[src/rtl/rd53_weight_accum.sv]
// rd53_weight_accum: per-frame sum/count of rd53 word weights over valid/ready handshakes.
// Define WEIGHT_ACCUM_SAT_EN to saturate the frame sum instead of wrapping.
module rd53_weight_accum #(
    parameter int SUM_W = 8,
    parameter int CNT_W = 8
) (
    input  logic             clk,
    input  logic             rst,
    input  logic [2:0]       in_weight,
    input  logic             in_valid,
    input  logic             in_last,
    output logic             in_ready,
    output logic             out_valid,
    input  logic             out_ready,
    output logic [SUM_W-1:0] out_sum,
    output logic [CNT_W-1:0] out_count,
    output logic             out_ovf,
    output logic             out_err
);
    localparam logic [1:0] S_IDLE  = 2'd0;
    localparam logic [1:0] S_ACCUM = 2'd1;
    localparam logic [1:0] S_HOLD  = 2'd2;
    logic [1:0]       state_q, state_d;
    logic [SUM_W-1:0] sum_q, sum_d, sum_nxt;
    logic [CNT_W-1:0] cnt_q, cnt_d;
    logic             ovf_q, ovf_d, err_q, err_d;
    logic             accept, illegal, carry;
    logic [SUM_W:0]   add;
    assign in_ready  = state_q != S_HOLD;
    assign out_valid = state_q == S_HOLD;
    assign accept    = in_valid & in_ready;
    assign illegal   = in_weight[2] & in_weight[1];
    assign add       = {1'b0, sum_q} + (illegal ? '0 : {{(SUM_W-2){1'b0}}, in_weight});
    assign carry     = add[SUM_W];
`ifdef WEIGHT_ACCUM_SAT_EN
    assign sum_nxt   = carry ? '1 : add[SUM_W-1:0];
`else
    assign sum_nxt   = add[SUM_W-1:0];
`endif
    always_comb begin
        state_d = state_q;
        sum_d   = sum_q;
        cnt_d   = cnt_q;
        ovf_d   = ovf_q;
        err_d   = err_q;
        if (accept) begin
            state_d = in_last ? S_HOLD : S_ACCUM;
            sum_d   = sum_nxt;
            cnt_d   = &cnt_q ? cnt_q : cnt_q + CNT_W'(1);
            ovf_d   = ovf_q | carry;
            err_d   = err_q | illegal;
        end else if (out_valid && out_ready) begin
            state_d = S_IDLE;
            sum_d   = '0;
            cnt_d   = '0;
            ovf_d   = 1'b0;
            err_d   = 1'b0;
        end
    end
    always_ff @(posedge clk) begin
        if (rst) begin
            state_q <= S_IDLE;
            sum_q   <= '0;
            cnt_q   <= '0;
            ovf_q   <= 1'b0;
            err_q   <= 1'b0;
        end else begin
            state_q <= state_d;
            sum_q   <= sum_d;
            cnt_q   <= cnt_d;
            ovf_q   <= ovf_d;
            err_q   <= err_d;
        end
    end
    assign out_sum   = sum_q;
    assign out_count = cnt_q;
    assign out_ovf   = ovf_q;
    assign out_err   = err_q;
endmodule

[config.mk]
export PLATFORM = sky130hd
export DESIGN_NAME = rd53_weight_accum
export DESIGN_NICKNAME = d
export VERILOG_FILES = /design/src/rtl/rd53_weight_accum.sv
export SDC_FILE = /design/constraint.sdc
export NUM_CORES = 1
export LEC_CHECK = 0
export CORE_MARGIN = 1.5
export CORE_UTILIZATION = 35
export CTS_CLUSTER_SIZE = 20
export DETAILED_ROUTE_END_ITERATION = 8
export PLACE_DENSITY = 0.7
export SLEW_MARGIN = 5
export SYNTH_ARGS = -nofsm -noshare
export SYNTH_HDL_FRONTEND = slang
export SYNTH_SLANG_ARGS = --single-unit
[constraint.sdc]
create_clock -name clk -period 2.1 [get_ports clk]
set_clock_uncertainty 0.05 [all_clocks]
set_input_delay 0.315 -clock clk [delete_from_list [all_inputs] [get_ports clk]]
set_output_delay 0.315 -clock clk [all_outputs]
set_load 0.05 [all_outputs]
==> impl_metrics.json <==
{
  "clk_latency_ps": 310,
  "detail-route-antenna-nets": 0,
  "p_sw_frac": 0.297,
  "hpwl_um": 1830,
  "hold_viol_final": 0,
  "share_seq_of_total_power": 0.503,
  "pin_count": 28,
  "violations": "design-rule violations",
  "n_fill_cell": 280,
  "grt_max_degree": 22,
  "path_class": "reg2out",
  "worst-r2r-setup-slack_ps": 390,
  "max_slew_margin": 0.660,
  "synth_seq_area_share": 0.376,
  "dpl_cell_area_mm2": 0.00139,
  "tightest_slew_ps": 509,
  "row_count": 19,
  "initial_core_util": 0.377,
  "syn_avg_cell_area_um2": 8.96,
  "die_h_um": 58.2,
  "fmax_ghz": 0.494,
  "track_usage": 0.167,
  "firstDrtPassIters": 7,
  "p_int_w": 0.000563,
  "peakVddDrop_mv": 0.240,
  "grt_setup_unrepaired": "false",
  "cp-end-kind": "output pin",
  "antenna_found_initial": 0,
  "tns_ps": 0,
  "numCtsBuffers": 3,
  "synth-edff-count": 0,
  "via_per_inst": 5.68,
  "synth_fp_nets": 132,
  "crit_path_start_kind": "flip-flop",
  "vias": 1045,
  "reg2reg_to": "out_sum[4]",
  "critPathLaunch": "state_q[0]",
  "grt_pass1_vias": 988,
  "cp.required_ps": 1740,
  "synth_area_mm2": 0.00107,
  "setup_violations": 0,
  "cts_buffer_depth": 2,
  "port_buffers": 27,
  "r2r_start": "out_sum[0]",
  "synth_cell_types": 38,
  "crit_arrival_ps": 1660,
  "p_leak_nw": 0.549,
  "first_iter_violations": 32,
  "gp_congestion": 0.738,
  "fin_area_mm2": 0.00144,
  "grt_pass1_wl_um": 4370,
  "async_flop_share": 0,
  "cts_root_buffer": "clkbuf_4",
  "cts_tree": "built",
  "holdWs_ps": 309,
  "drc": 3,
  "clock-sinks": 20,
  "place_inst": 179,
  "syn_inst": 119,
  "core-area_mm2": 0.00283,
  "crit_fanout": 6,
  "drv_slew": 0,
  "ys_ff_latch": 20,
  "drt_wl_total_um": 2580,
  "wire_per_inst_um": 14.0,
  "clockPowerShare": 0.292,
  "power.density_mw_per_mm2": 555,
  "nets": 167,
  "ys_warn_count": 0,
  "clkTransAtPathRegs_ps": 120,
  "fin_crit_sh": 0.963,
  "grt-ovfl-total": 0,
  "drive_gt1_frac": 0.163,
  "p_sw_w": 0.000238,
  "die_width_um": 58.2,
  "area_growth_pct": 35.2,
  "rr_worst_depth": 6,
  "fin_cells": 184,
  "power_w": 0.000801,
  "hp-class": "in2reg",
  "yosys_most_used_dff": "dfxtp_1",
  "n_antenna_cell": 0,
  "crit_end": "in_ready",
  "finalCriticalPeriod_ps": 2020,
  "status": "finished with violations",
  "htree_levels": 1,
  "maxCapViolCount": 0,
  "die_area_mm2": 0.00339,
  "combPwrFrac": 0.206
}
[worst min-delay path by stage]
stage            endpoint    startpoint  depth (start not counted)  slack [ps]
2_1_floorplan  out_sum[4]           rst                          1         330
3_3_place_gp      out_err       out_err                          2         410
3_5_place_dp      out_err       out_err                          2         400
4_1_cts           out_err       out_err                          2         430
5_1_grt           out_err  in_weight[1]                          3         340
6_report          out_err  in_weight[1]                          3         310
[through the flow]
step / utilization / worst slack (ps)
final: 0.510 / 76.7
after global placement: 0.490 / -133
after global routing: 0.510 / 24.5
after CTS: 0.503 / 28.8
after floorplan: - / 147
after detailed placement: 0.490 / -297
[Yosys cell counts (3+ instances only)]
cell type / number / area (µm²)
o21ai_0: 4 / 20.0
or3_2: 4 / 30.0
nand2_1: 10 / 37.5
ha_1: 4 / 50.1
or4_1: 3 / 22.5
dfxtp_1: 20 / 400
o211ai_1: 7 / 52.6
nand3_1: 6 / 30.0
a31oi_1: 3 / 18.8
a21oi_1: 15 / 75.1
inv_1: 3 / 11.3
nor2_1: 6 / 22.5
[kinds of logic (layout without fill, tap and decap cells)]
| kind of cell | after synthesis | after routing | synth area share |
|---|---|---|---|
| and+or+nand+nor | 45 | 45 | 0.265 |
| DFF | 20 | 20 | 0.376 |
| AOI/OAI and AO/OA | 40 | 40 | 0.238 |
| adders and majority gates | 5 | 5 | 0.0657 |
| xor gates and xnor gates | 1 | 1 | 0.00822 |
| buffers and inverters | 8 | 42 | 0.0469 |
[what timing repair did]
item / 4_1_cts / 5_1_grt
buffers inserted: 0 / 1
setup endpoints to repair: 0 / 4
hold buffers: 0 / 0
resized for setup: 0 / 5
[layout make-up]
cell class | count | area, µm² | share of cell area
multi-input combinational | 91 | 622 | 0.431
clock buffer | 4 | 36.3 | 0.0252
tap | 31 | 38.8 | 0.0269
timing repair buffer | 35 | 333 | 0.231
sequential | 20 | 400 | 0.278
inverter | 3 | 11.3 | 0.00781
[cell usage in the layout, fill, tap and decap left out, types with 2 or more instances in the layout]
master / n
a211oi_1: 2
a21o_1: 2
a21oi_1: 15
a311oi_1: 2
a31oi_1: 3
buf_4: 9
clkbuf_4: 3
clkdlybuf4s50_1: 24
dfxtp_1: 20
dlymetal6s2s_1: 2
ha_1: 4
inv_1: 3
nand2_1: 10
nand3_1: 6
nand4_1: 2
nor2_1: 6
o211ai_1: 7
o21ai_0: 4
o31ai_1: 2
or3_1: 2
or3_2: 4
or4_1: 3
[power groups by stage]
stage | Clock (W) | Combinational [W] | Sequential [W]
2_1_floorplan | 0 | 0.0000729 | 0.000441
3_3_place_gp | 0 | 0.000156 | 0.000410
3_5_place_dp | 0 | 0.000160 | 0.000411
4_1_cts | 0.000241 | 0.000161 | 0.000403
6_report | 0.000233 | 0.000165 | 0.000402
5_1_grt | 0.000254 | 0.000178 | 0.000405
[per-layer routing]
layer  track usage  part of all wire
met1         0.221              0.47
met2         0.260              0.45
met3        0.0223             0.051
met4        0.0997             0.032
met5             0                 0
[sequential cells by signal (all words and copies together) (netlist names)]
register,count
out_sum,8
state_q,2
out_count,8
out_err,1
out_ovf,1
[worst max-delay path, stage by stage, from the launching register on]
cell and delay, ps:
dfxtp_1 360, nand2b_4 180, clkdlybuf4s50_1 810
(Power assumes the default switching activity.)
